## src/rtl/reduce_wordgate_acc.sv

```systemverilog
// Purpose : reduce each WIDTH-bit word to one bit (AND/OR/XOR/NAND) and accumulate it across a packet.
// Latency : result registered on the edge that accepts the last beat (visible the next cycle).
// Backpr. : while a result is held, in_ready follows out_ready; a beat may be accepted on the pop cycle.
//
// Ports:
//   clk, rst           - clock, asynchronous active-high reset
//   op                 - 00 AND, 01 OR, 10 XOR, 11 NAND (sampled on the first beat of a packet)
//   in_valid/in_ready  - input beat handshake; in_data word, in_last marks the final beat
//   out_valid/out_ready- result handshake; out_result, out_beats (saturating), out_overflow
module reduce_wordgate_acc #(
    parameter int WIDTH = 8,
    parameter int CNT_W = 4
) (
    input  logic             clk,
    input  logic             rst,
    input  logic [1:0]       op,
    input  logic             in_valid,
    output logic             in_ready,
    input  logic [WIDTH-1:0] in_data,
    input  logic             in_last,
    output logic             out_valid,
    input  logic             out_ready,
    output logic             out_result,
    output logic [CNT_W-1:0] out_beats,
    output logic             out_overflow
);

    localparam logic [1:0] OP_AND  = 2'b00;
    localparam logic [1:0] OP_OR   = 2'b01;
    localparam logic [1:0] OP_XOR  = 2'b10;
    localparam logic [1:0] OP_NAND = 2'b11;

    localparam logic [CNT_W-1:0] CNT_MAX = {CNT_W{1'b1}};
    localparam logic [CNT_W-1:0] CNT_ONE = CNT_W'(1);

    typedef enum logic [1:0] {
        ST_IDLE = 2'd0,
        ST_ACC  = 2'd1,
        ST_HOLD = 2'd2
    } state_t;

    state_t           state_q, state_d;
    logic [1:0]       op_q, op_d;
    logic             acc_q, acc_d;
    logic [CNT_W-1:0] cnt_q, cnt_d;
    logic             ovf_q, ovf_d;
    logic             out_valid_q, out_valid_d;
    logic             out_result_q, out_result_d;
    logic [CNT_W-1:0] out_beats_q, out_beats_d;
    logic             out_overflow_q, out_overflow_d;

    // Word reduction: NAND reduces like AND; inversion happens once at the end.
    function automatic logic reduce_word(input logic [1:0] o, input logic [WIDTH-1:0] d);
        case (o)
            OP_OR:   reduce_word = |d;
            OP_XOR:  reduce_word = ^d;
            default: reduce_word = &d;
        endcase
    endfunction

    // Cross-beat combine with the base operator (NAND accumulates as AND).
    function automatic logic combine(input logic [1:0] o, input logic a, input logic b);
        case (o)
            OP_OR:   combine = a | b;
            OP_XOR:  combine = a ^ b;
            default: combine = a & b;
        endcase
    endfunction

    logic             beat_acc;
    logic             start_pkt;
    logic [1:0]       beat_op;
    logic             red_bit;
    logic             acc_next;
    logic             res_next;
    logic [CNT_W-1:0] cnt_next;
    logic             ovf_next;

    // Ready is a pure decode of state and out_ready, forced low during reset.
    assign in_ready = !rst && ((state_q == ST_IDLE) || (state_q == ST_ACC) ||
                               ((state_q == ST_HOLD) && out_ready));

    assign beat_acc  = in_valid && in_ready;
    // Any accepted beat outside ACC opens a new packet (IDLE, or HOLD on the pop cycle).
    assign start_pkt = beat_acc && (state_q != ST_ACC);
    assign beat_op   = start_pkt ? op : op_q;
    assign red_bit   = reduce_word(beat_op, in_data);
    assign acc_next  = start_pkt ? red_bit : combine(op_q, acc_q, red_bit);
    assign res_next  = (beat_op == OP_NAND) ? ~acc_next : acc_next;
    assign cnt_next  = start_pkt ? CNT_ONE :
                       ((cnt_q == CNT_MAX) ? cnt_q : cnt_q + CNT_ONE);
    assign ovf_next  = start_pkt ? 1'b0 : (ovf_q || (cnt_q == CNT_MAX));

    always_comb begin
        state_d        = state_q;
        op_d           = op_q;
        acc_d          = acc_q;
        cnt_d          = cnt_q;
        ovf_d          = ovf_q;
        out_valid_d    = out_valid_q;
        out_result_d   = out_result_q;
        out_beats_d    = out_beats_q;
        out_overflow_d = out_overflow_q;

        if (beat_acc) begin
            op_d  = beat_op;
            acc_d = acc_next;
            cnt_d = cnt_next;
            ovf_d = ovf_next;
            if (in_last) begin
                state_d        = ST_HOLD;
                out_valid_d    = 1'b1;
                out_result_d   = res_next;
                out_beats_d    = cnt_next;
                out_overflow_d = ovf_next;
            end else begin
                state_d     = ST_ACC;
                out_valid_d = 1'b0;
            end
        end else if ((state_q == ST_HOLD) && out_ready) begin
            state_d     = ST_IDLE;
            out_valid_d = 1'b0;
        end
    end

    always_ff @(posedge clk or posedge rst) begin
        if (rst) begin
            state_q        <= ST_IDLE;
            op_q           <= OP_AND;
            acc_q          <= 1'b0;
            cnt_q          <= '0;
            ovf_q          <= 1'b0;
            out_valid_q    <= 1'b0;
            out_result_q   <= 1'b0;
            out_beats_q    <= '0;
            out_overflow_q <= 1'b0;
        end else begin
            state_q        <= state_d;
            op_q           <= op_d;
            acc_q          <= acc_d;
            cnt_q          <= cnt_d;
            ovf_q          <= ovf_d;
            out_valid_q    <= out_valid_d;
            out_result_q   <= out_result_d;
            out_beats_q    <= out_beats_d;
            out_overflow_q <= out_overflow_d;
        end
    end

    assign out_valid    = out_valid_q;
    assign out_result   = out_result_q;
    assign out_beats    = out_beats_q;
    assign out_overflow = out_overflow_q;

endmodule

```

## config.mk

```make
export PLATFORM = sky130hd
export DESIGN_NAME = reduce_wordgate_acc
export DESIGN_NICKNAME = d
export VERILOG_FILES = /design/src/rtl/reduce_wordgate_acc.sv
export SDC_FILE = /design/constraint.sdc
export NUM_CORES = 1
export LEC_CHECK = 0
export CELL_PAD_IN_SITES_DETAIL_PLACEMENT = 1
export CELL_PAD_IN_SITES_GLOBAL_PLACEMENT = 2
export CORE_ASPECT_RATIO = 1.75
export CORE_UTILIZATION = 30
export DETAILED_ROUTE_END_ITERATION = 8
export GPL_TIMING_DRIVEN = 0
export HOLD_SLACK_MARGIN = 0.06
export PLACE_DENSITY_LB_ADDON = 0.1
export SLEW_MARGIN = 20
export SYNTH_ARGS = -nofsm -noshare
export SYNTH_HDL_FRONTEND = slang
export SYNTH_SLANG_ARGS = --single-unit
export TNS_END_PERCENT = 1
```

## constraint.sdc

```tcl
create_clock -name clk -period 2.7 [get_ports clk]
set_input_delay 0.675 -clock clk [delete_from_list [all_inputs] [get_ports clk]]
set_output_delay 0.675 -clock clk [all_outputs]
set_load 0.1 [all_outputs]
```

# Yosys cells after proc, flatten, opt, wreduce, memory -nomap -nowiden

Index checks and enable logic that the tools add are counted.

Add/sub/neg operators: 1
$mul: 0
Divide/modulo/power cells: 0
Order comparisons: 0
Eq/ne operators: 9
Shift operators: 0
Multiplexer cells: 14
Bitwise operators: 4
Reductions and logical operators: 14

Operators with widths:

| cell                                                 | count |
|---|---|
| equality test 2 bit (second input constant)          | 4 |
| two-way mux 2 bit                                    | 4 |
| two-way mux 4 bit                                    | 2 |
| AND reduction 8 bit                                  | 1 |
| OR reduction 8 bit                                   | 1 |
| parity 8 bit                                         | 1 |
| equality test 2 x 1 -> 1 bit (second input constant) | 3 |
| two-way mux 1 bit                                    | 6 |
| adder 4 x 1 -> 4 bit (second input constant)         | 1 |
| equality test 4 bit (second input constant)          | 1 |
| logical AND 1 bit                                    | 4 |
| one-hot mux 1 bit (2 select lines)                   | 2 |
| logical OR 1 bit                                     | 3 |
| zero test 2 bit                                      | 1 |
| != test 2 x 1 -> 1 bit (second input constant)       | 1 |
| AND reduction 2 bit                                  | 1 |
| nonzero test 2 bit                                   | 1 |
| bitwise AND 1 bit                                    | 1 |
| zero test 1 bit                                      | 1 |
| NOT 1 bit                                            | 1 |
| bitwise OR 1 bit                                     | 1 |
| XOR 1 bit                                            | 1 |

Bits in registers: 17
Bits in latches: 0
RAM bits: 0
Memory bits (read-only): 0
Output and inout port bits: 8
Logic and storage cells: 51
Memories kept: 0

# Longest topological paths before layout

Depth after elaboration: 14
Mapped depth: 13
Mapped depth without buffers: 13

# Worst setup path after synthesis

OpenSTA, ideal clock, no wires.

Path type: register to register
From: register state_q[1]
To: register out_result_q (netlist: out_result)
Setup time: 0.130 ns
Arrival time: 2.493 ns
Required time: 2.570 ns
Path slack: 0.077 ns
Cell stages (with the launch flop): 12
Path buffers: 1
Period minus slack after synthesis: 2.623 ns
Path through: dfrtp_1 nand2b_4 and3_4 buf_6 a221oi_2 o21ai_0 ha_1 a21oi_1 a21oi_1 xnor2_1 a22oi_2 nand3_1

Cells in the longest elaborated chain, start to end: 14
Elaborated cells between the ends (all ways): 23

Ends and longest elaborated chain:

| what                                                                       | line   | text |
|---|---|---|
| start: declaration                                                         | 42     | `state_t state_q, state_d;` |
| start signal: assignment                                                   | 138    | `state_q <= state_d;` |
| equality test 2 x 1 -> 1 bit (tied with other cells)                       | 80     | `assign in_ready = !rst && ((state_q == ST_IDLE) \|\| (state_q == ST_ACC) \|\|` |
| logical OR 1 bit / logical AND 1 bit (equally long branches)               | 80, 81 |  |
| logical OR 1 bit                                                           | 80     |  |
| logical AND 1 bit                                                          | 80     |  |
| logical AND 1 bit                                                          | 83     | `assign beat_acc = in_valid && in_ready;` |
| logical AND 1 bit                                                          | 85     | `assign start_pkt = beat_acc && (state_q != ST_ACC);` |
| two-way mux 2 bit                                                          | 86     | `assign beat_op = start_pkt ? op : op_q;` |
| equality test 2 bit / equality test 2 x 1 -> 1 bit (equally long branches) | 54     | `case (o)` |
| one-hot mux 1 bit (2 select lines)                                         | 54     |  |
| bitwise AND 1 bit (tied with other cells)                                  | 66     | `default: combine = a & b;` |
| one-hot mux 1 bit (2 select lines)                                         | 63     | `case (o)` |
| two-way mux 1 bit                                                          | 88     | `assign acc_next = start_pkt ? red_bit : combine(op_q, acc_q, red_bit);` |
| NOT 1 bit                                                                  | 89     | `assign res_next = (beat_op == OP_NAND) ? ~acc_next : acc_next;` |
| two-way mux 1 bit                                                          | 89     |  |
| end signal: assignment                                                     | 144    | `out_result_q <= out_result_d;` |
| end: declaration                                                           | 48     | `logic out_result_q, out_result_d;` |

Several ways; a longest one is shown, not always the timed one.
A chain may end at the register's enable or synchronous reset.

# Worst setup path in the final report

From: input out_ready
To: output in_ready

Cells in the longest elaborated chain, start to end: 3

Ends and longest elaborated chain:

| what               | line | text |
|---|---|---|
| start: declaration | 22   | `input logic out_ready,` |
| logical AND 1 bit  | 81   | `((state_q == ST_HOLD) && out_ready));` |
| logical OR 1 bit   | 80   |  |
| logical AND 1 bit  | 80   |  |
| end: declaration   | 18   | `output logic in_ready,` |

Every way passes these cells.

==> key figures <==
Timing
  • Slew at the pin closest to its max-slew limit: 0.975 ns
  • RSZ-0062 raised after global routing: no
  • Highest Clock Rate: 388 MHz
  • Final period utilization: 95.4%
  • Setup Skew: 0.00302 ns
  • Hold_ws: 0.501 ns
  • Hold Vio Cnt, Final: 0
  • Relative slew slack: about a third
  • Min Tclk post-route: 2.58 ns
  • Final setup vio count: 0
  • Fin. max-slew vios: 0

Power
  • Max VDD drop: 0.615 mV
  • Leakage power: 0.000740 µW
  • Cell Pwr Density: roughly 1100 mW/mm²

Routing
  • Final wirelength: 3080 µm
  • Drt via density: ~4.9
  • Residual DRC: 0
  • WL/cell: about 15 µm
  • DRT iter0 DRCs: 17
  • First-pass detailed-route iteration total: 3
  • Vias: slightly above 1000
  • Routed Antenna Nets: 0

Yosys
  • Syn nets: 156
  • Area leader, netlist: dfrtp_1
  • Cell variety after synth: 44
  • Ys Warns: 0
  • Post-synth EDFFs: 0
  • Top-area cell type share of the netlist area: 32.8%
  • Syn avg cell area: 9.55 µm²
  • #FFs+latches synth: 16
  • Top-count cell post-synth: dfrtp_1
  • Netlist Area Pre-Place: 0.00122 mm²
  • Top cells by count, synth: dfrtp_1 (16), ha_1 (13), inv_1 (13)
  • Top cells by area, synth: dfrtp_1 (33%), ha_1 (13%), inv_1 (4.0%)
  • Synth Instances: 128
  • Post-synthesis sequential area ratio: 32.8%
  • Top_reg_cell synth: dfrtp_1
  • Asr flop ratio synth: 100%

Placed design
  • Post-Place Cell Area: around 0.0015 mm²
  • DP Cell Count: about 200
  • GP Congestion: about 0.77
  • Dpl hpwl: 2390 µm
  • IO buf count: 22

GRT
  • GR Util All Layers: 15.8%
  • Vias in the first global route: 1086
  • Total congestion overflow: 0
  • First-pass GRT wire length: a little over 5000 µm
  • Initial antenna violation count: 0
  • Largest net degree at the start of global routing: 19

Floorplan
  • # IOs: 23
  • Die H: 86.4 µm
  • DIE AREA: 0.00434 mm²
  • Initial core utilization: a little under a third
  • Cell row count: 30
  • Core footprint: roughly 0.0039 mm²
  • Die width: 50.3 µm

CTS
  • H-tree levels: 1
  • Cts hold-fix bufs: 0
  • CTS clk-pin slew, worst paths: around 0.06 ns
  • CTS tree: yes
  • Clock Tree Buf Depth: 2
  • Later-pin clock latency in the skew report: roughly 0.25 ns
  • Root Driver: clkbuf_8
  • CTS buffer count: 3
  • TritonCTS Sinks: 16

Worst setup path
  • R2R depth: 11
  • WS Path Type: in2out
  • Crit end category: output port
  • Worst-path maximum fanout: 4
  • Crit start category: primary input
  • CP Data Arrival Time: 1.90 ns
  • Req. time, crit path: 2.03 ns

Cells and area
  • Finished Layout Cells: 209
  • Post-route cell area: around 0.0017 mm²
  • Multi-input logic area: 815 µm²
  • Share of layout cells above drive strength 1: 37.3%
  • # diodes: 0
  • Fin nets: 190
  • Layout Area Growth over Synthesis: 35.1%
  • Fillers: between 400 and 500
  • FF+latch area: 400 µm²

Worst hold path
  • Hold Crit Depth: 2
  • Hold WC Path Type: reg2reg

Status
  • Run status: complete, no violations

Job
  • Max cap viols: 0
[critical path, stage by stage]
cell and delay (ns):
clkdlybuf4s50_1 0.47, nor2b_2 0.21, o21a_1 0.13, buf_2 0.41
[metrics by stage]
stage | setup slack, ns | TNS, ns | power, µW | utilization, %
6_report | 0.123 | 0 | 1820 | 42.3
5_1_grt | 0.0156 | 0 | 1950 | 42.3
4_1_cts | 0.00770 | 0 | 1780 | 41.9
3_5_place_dp | -1.04 | -2.14 | 1510 | 38.5
3_3_place_gp | -1.04 | -2.09 | 1500 | 38.5
2_1_floorplan | 0.0770 | 0 | 1250 | -
[state kept, by name, summed over array words and instances, names as in the netlist]
| signal | flops |
|---|---|
| out_beats | 4 |
| ovf_q | 1 |
| out_result | 1 |
| state_q | 2 |
| out_overflow | 1 |
| op_q | 2 |
| acc_q | 1 |
| cnt_q | 4 |
[power breakdown]
group / internal, µW / switching (µW)
combinational: 407 / 743
clock: 129 / 80.7
sequential: 345 / 113
total: 882 / 937
[repair_timing]
action / CTS / global route
pin swaps: 13 / 17
gates cloned: 0 / 0
buffers inserted: 6 / 1
setup endpoints to repair: 3 / 1
resized for setup: 30 / 27
[layout make-up]
class                   count  share of cell area [%]
flip-flops and latches     16                    24.2
plain buffers               4                    2.58
well taps                  48                    3.64
multi-input cells          94                    49.3
repair buffers             29                    13.5
clock buffers               4                    3.33
inverters                  14                    3.41
[metal layers]
| layer | part of all wire [%] | global-route usage (%) | vias to the layer above |
|---|---|---|---|
| met1 | 38 | 17.0 | 498 |
| met3 | 1.2 | 1.58 | 4 |
| met4 | 1.2 | 6.23 | 0 |
| li1 | - | - | 516 |
| met2 | 60 | 30.3 | 10 |
| met5 | 0 | 0 | - |
[placed cells by master, fill, tap and decap left out, types with 2 or more instances in the layout]
cell type / instances
o21ai_0: 5
nor2_1: 4
xor2_1: 2
nand2_1: 11
ha_1: 4
inv_1: 12
ha_2: 9
nor2_2: 2
nor3b_2: 2
clkbuf_8: 4
o21a_1: 3
a21oi_1: 4
nor2b_2: 2
o31ai_1: 2
clkbuf_2: 8
buf_4: 7
nand4_1: 3
o21ai_1: 3
buf_6: 2
dlygate4sd2_1: 4
clkdlybuf4s50_1: 9
xnor2_1: 2
a21oi_2: 2
nand3_1: 5
dfrtp_1: 16
a31oi_1: 3
buf_2: 2
[kinds of logic (layout without fill, tap and decap cells)]
group	Yosys count	after routing	share of synthesized area (%)
AO/OA/AOI/OAI	31	31	17.9
XOR/XNOR	5	5	3.58
adder cells (fa/ha/maj)	13	13	13.3
buffers and inverters	18	51	7.47
flip-flops	16	16	32.8
multiplexers	3	3	3.07
AND/OR/NAND/NOR	42	42	21.9
[worst paths after layout]
kind	start	endpoint	slack, ns
setup / recovery	out_ready	in_ready	0.12
hold / removal	out_beats[2]	out_beats[2]	0.50
setup reg to reg	state_q[0]	out_result	0.57
hold reg to reg	out_beats[2]	out_beats[2]	0.50
max in group asynchronous	rst	out_beats[0]	1.83
min in group asynchronous	rst	state_q[1]	0.67
No activity file was read; power rests on OpenSTA's default activity.
==> patch 1, RTL diff (same flow settings) <==
Put one more register stage on the output `out_overflow`, cleared by the reset. The value now appears one clock later. The other outputs are not delayed to match.
--- a/src/rtl/reduce_wordgate_acc.sv
+++ b/src/rtl/reduce_wordgate_acc.sv
@@ -150,7 +150,13 @@
     assign out_valid    = out_valid_q;
     assign out_result   = out_result_q;
     assign out_beats    = out_beats_q;
-    assign out_overflow = out_overflow_q;
+    always_ff @(posedge clk or posedge rst) begin
+        if (rst) begin
+            out_overflow <= '0;
+        end else begin
+            out_overflow <= out_overflow_q;
+        end
+    end
 
 endmodule
 
Formal check against the unedited RTL: no difference found for any inputs over 10 cycles, from zero or initial values and one cycle with rst high; that may be too few to reach the edited logic, so the function may still have changed.
==> patch 1 against the original RTL <==
Via count increased by 5.8%. Sequential cell count increased by 1. Clock power decreased by 9%. Total power increased by 0.66%. Critical path depth unchanged. Final area increased by 4.4%. Wire length increased by 7.8%. Synthesized area increased by 2.0%. Largest cell class unchanged. Critical path type unchanged. Synthesized cell count increased by 0.78%. Non-clock buffer count increased by 5. Worst setup slack got worse by 0.032 ns. Worst hold slack got worse by 0.11 ns. Sequential share of layout area increased by 0.43 points.
==> patch 1: results (changes against the original RTL) <==
- Post-Synth Adder-Cell Area: 0.130 (-0.00267)
- Worst EP arrival: 1.93 ns (+0.03 ns)
- # fillers: 458 (-1.1%)
- Synthesized net count: 157 (+0.64%)
- Max-slew headroom: 0.353 (+0.00551)
- Largest net degree at the start of global routing: 11 (-8)
- Synth Area in Compound Gates: 0.176 (-0.00359)
- Initial DRC Count: 5 (-12)
- Share of cells above drive strength 1: 0.351 (-0.0215)
- Dpl cell area: 0.00153 mm² (+1.7%)
- RR Startpoint: state_q[1]
- Static Leak: 0.764 nW (+3.3%)
- Status: finished, final reports clean
- R2r setup slk: 0.60 ns (+0.03 ns)
- Part of the Yosys area used for sequential elements: 0.341 (+0.0135)
- Global-route usage over all layers: 0.168 (+0.00978)
- XOR/XNOR Fraction of Synth Area: 0.0351 (-0.000719)
- Detailed Place HPWL: 2530 µm (+5.7%)
- Post-Synthesis Cells: 129 (+0.78%)
- Worst vdd ir: 0.000534 V (-13%)
- Sw Pwr: 0.944 mW (+0.81%)
- Synth area leaders: dfrtp_1 (34%), ha_1 (13%), inv_1 (3.9%), nand2_1 (3.3%), o21ai_0 (2.8%)
- Net count, final: 197 (+3.7%)
- Worst hold endpoint: out_overflow
- Final Skew: 0.00503 ns (+0.00201 ns)
- Min-delay src: out_overflow_q
- Multiplexer share of the synthesized area: 0.0301 (-0.000616)
- Wire per inst: 15.4 µm (+4.3%)
- Hold depth: 0 (-2)
- Commonest cells post-synth: dfrtp_1 (17), ha_1 (13), inv_1 (13)
- Crit-path slowest cell: clkdlybuf4s50_1
- Via-per-instance ratio: 5.04 (+2.4%)
- Final WL: 3320 µm (+7.8%)
==> patch 1: what timing repair did <==
item                                    in CTS  in global routing
pin swaps                                   13                 13
gates cloned                                 1                  0
setup buffers                               11                  1
endpoints found under the hold margin        0                  0
gates resized for setup                     30                 19
endpoints found under the setup margin       3                  2
==> patch 1: critical path, delay by kind of cell <==
family | cells | cell delay (ns)
compound gates | 1 | 0.14
simple gates | 1 | 0.22
buf+inv | 2 | 0.90
==> patch 1: layout make-up <==
| class | instances | area share |
|---|---|---|
| Clock buffer | 4 | 0.0261 |
| Timing Repair Buffer | 34 | 0.166 |
| Tap cell | 48 | 0.0348 |
| Inverter | 14 | 0.0327 |
| Multi-Input combinational cell | 94 | 0.466 |
| Buffer | 4 | 0.0247 |
| Sequential cell | 17 | 0.247 |
| Timing Repair inverter | 1 | 0.00290 |
==> patch 1: cell families after synthesis <==
kind of cell,count (synthesis)
and+or+nand+nor,42
AOI/OAI and AO/OA,31
buffers and inverters,18
DFF,17
adders and majority gates,13
xor gates and xnor gates,5
muxes,3
==> patch 1: how the worst max path moves through the flow <==
stage / startpoint / endpoint / slack (ns) / cells after the start
5_1_grt: out_ready / out_result / -0.02 / 12
2_1_floorplan: state_q[1] / out_result / 0.08 / 11
3_3_place_gp: rst / in_ready / -1.07 / 4
4_1_cts: in_data[2] / out_result / 0.002 / 13
6_report: out_ready / in_ready / 0.09 / 4
3_5_place_dp: rst / in_ready / -1.08 / 4
==> patch 1: power by group through the flow <==
stage	logic, mW	registers [mW]	clock network, mW
floorplan	0.480	0.790	0
global placement	1.04	0.477	0
detailed placement	1.06	0.480	0
CTS	1.14	0.477	0.196
global route	1.24	0.497	0.212
finish	1.16	0.479	0.191
==> patch 1: layer usage <==
| layer | routed length (µm) | global-route usage | share of wire |
|---|---|---|---|
| met1 | 1240 | 0.170 | 0.37 |
| met2 | 2000 | 0.335 | 0.60 |
| met3 | 55 | 0.0175 | 0.017 |
| met4 | 32 | 0.0682 | 0.0096 |
| met5 | 0 | 0 | 0 |
==> patch 1: through the flow <==
stage / hold WS (ns) / util / worst slack, ns / setup TNS, ns / power, mW
final: 0.395 / 0.437 / 0.0905 / 0 / 1.83
after global routing: 0.400 / 0.437 / -0.0195 / -0.0298 / 1.95
after CTS: 0.393 / 0.428 / 0.00222 / 0 / 1.81
after detailed placement: 0.378 / 0.388 / -1.08 / -2.28 / 1.54
after global placement: 0.374 / 0.388 / -1.07 / -2.05 / 1.51
after floorplan: 0.354 / - / 0.0769 / 0 / 1.27
==> patch 2, RTL diff (same settings) <==
Made on the original files. `WIDTH`: 8 -> 10.
--- a/src/rtl/reduce_wordgate_acc.sv
+++ b/src/rtl/reduce_wordgate_acc.sv
@@ -8,7 +8,7 @@
 //   in_valid/in_ready  - input beat handshake; in_data word, in_last marks the final beat
 //   out_valid/out_ready- result handshake; out_result, out_beats (saturating), out_overflow
 module reduce_wordgate_acc #(
-    parameter int WIDTH = 8,
+    parameter int WIDTH = 10,
     parameter int CNT_W = 4
 ) (
     input  logic             clk,
Interface: changed (resized in_data); port bits go from 23 to 25. No check against the original RTL was run, so the function may have changed too.
==> patch 2 against the original RTL <==
The run now ends with setup timing left. Sequential cell count unchanged. Total power up 1.1%. Worst setup slack worse by 0.28 ns. Synthesized area down 1.3%. Final area up 6.1%. Global-route usage up 1.6 points. First-iteration DRC count down 47%. Wire length up 11%. Critical endpoint is now out_result. Largest power group unchanged. Highest routed layer unchanged.
==> patch 2: results (changes against the original RTL) <==
- # resized after CTS: 72 (+140%)
- Vias in the first global route: 1220 (+12%)
- # setup viols final: 1 (+1)
- Violated checks: setup timing
- Initial DRC Count: 9 (-8)
- Status: finished, violations left
- Post-Synth Adder-Cell Area: 0.156 (+0.0225)
- Layout Utilization: 0.453 (+0.0303)
- IO buf count: 24 (+9.1%)
- Met2 Usage GRT: 0.361 (+0.0581)
- Clock-cell share of area: 0.0257 (-0.00764)
- Nonclk inv count: 18 (+4)
- Synth area leaders: dfrtp_1 (33%), ha_1 (16%), inv_1 (5.6%), nand2_1 (5.0%), o21ai_0 (3.7%)
- Sequential cells: 16 (unchanged)
- Router iterations before antenna repair: 4 (+1)
- Final WS setup: -0.160 ns (-0.283 ns)
- Worst vdd ir: 0.000591 V (-3.9%)
- Met3 wire length: 70 µm (+89%)
- Final GP Congestion: 0.822 (+7.1%)
- Net count, final: 201 (+5.8%)
- First-pass GRT wire length: 5570 µm (+7.5%)
- Fraction of area in multi-input gates: 0.515 (+0.0222)
- Dpl cell area: 0.00151 mm² (+0.33%)
- Share of cells above drive strength 1: 0.304 (-0.0691)
- Worst path max stage delay: 0.44 ns (-0.03 ns)
- Detailed Place HPWL: 2660 µm (+11%)
patch 2: cell types whose count changed after synthesis, sizes merged, moves of 2 or more:
cell | before | now
o31ai | 2 | 5
buf | 4 | 1
nand2 | 11 | 16
mux2 | 3 | 1
ha | 13 | 15
inv | 14 | 18
nand4 | 4 | 0
clkbuf | 0 | 2
or4 | 0 | 2
patch 2: kinds of logic after synthesis:
logic type,after synthesis
and+or+nand+nor,44
AOI/OAI and AO/OA,34
buffers and inverters,21
DFF,16
adders and majority gates,15
xor gates and xnor gates,5
muxes,2
patch 2: worst paths after layout:
check                      depth (start not counted)           end
max                                               13    out_result
max reg2reg                                       10    out_result
min in group clk                                   2  out_beats[2]
min reg2reg                                        2  out_beats[2]
max in group asynchronous                          2    state_q[1]
min                                                2         ovf_q
patch 2: power by group:
group / internal (mW) / switching (mW)
combinational: 0.440 / 0.748
sequential: 0.342 / 0.120
clock: 0.105 / 0.0831
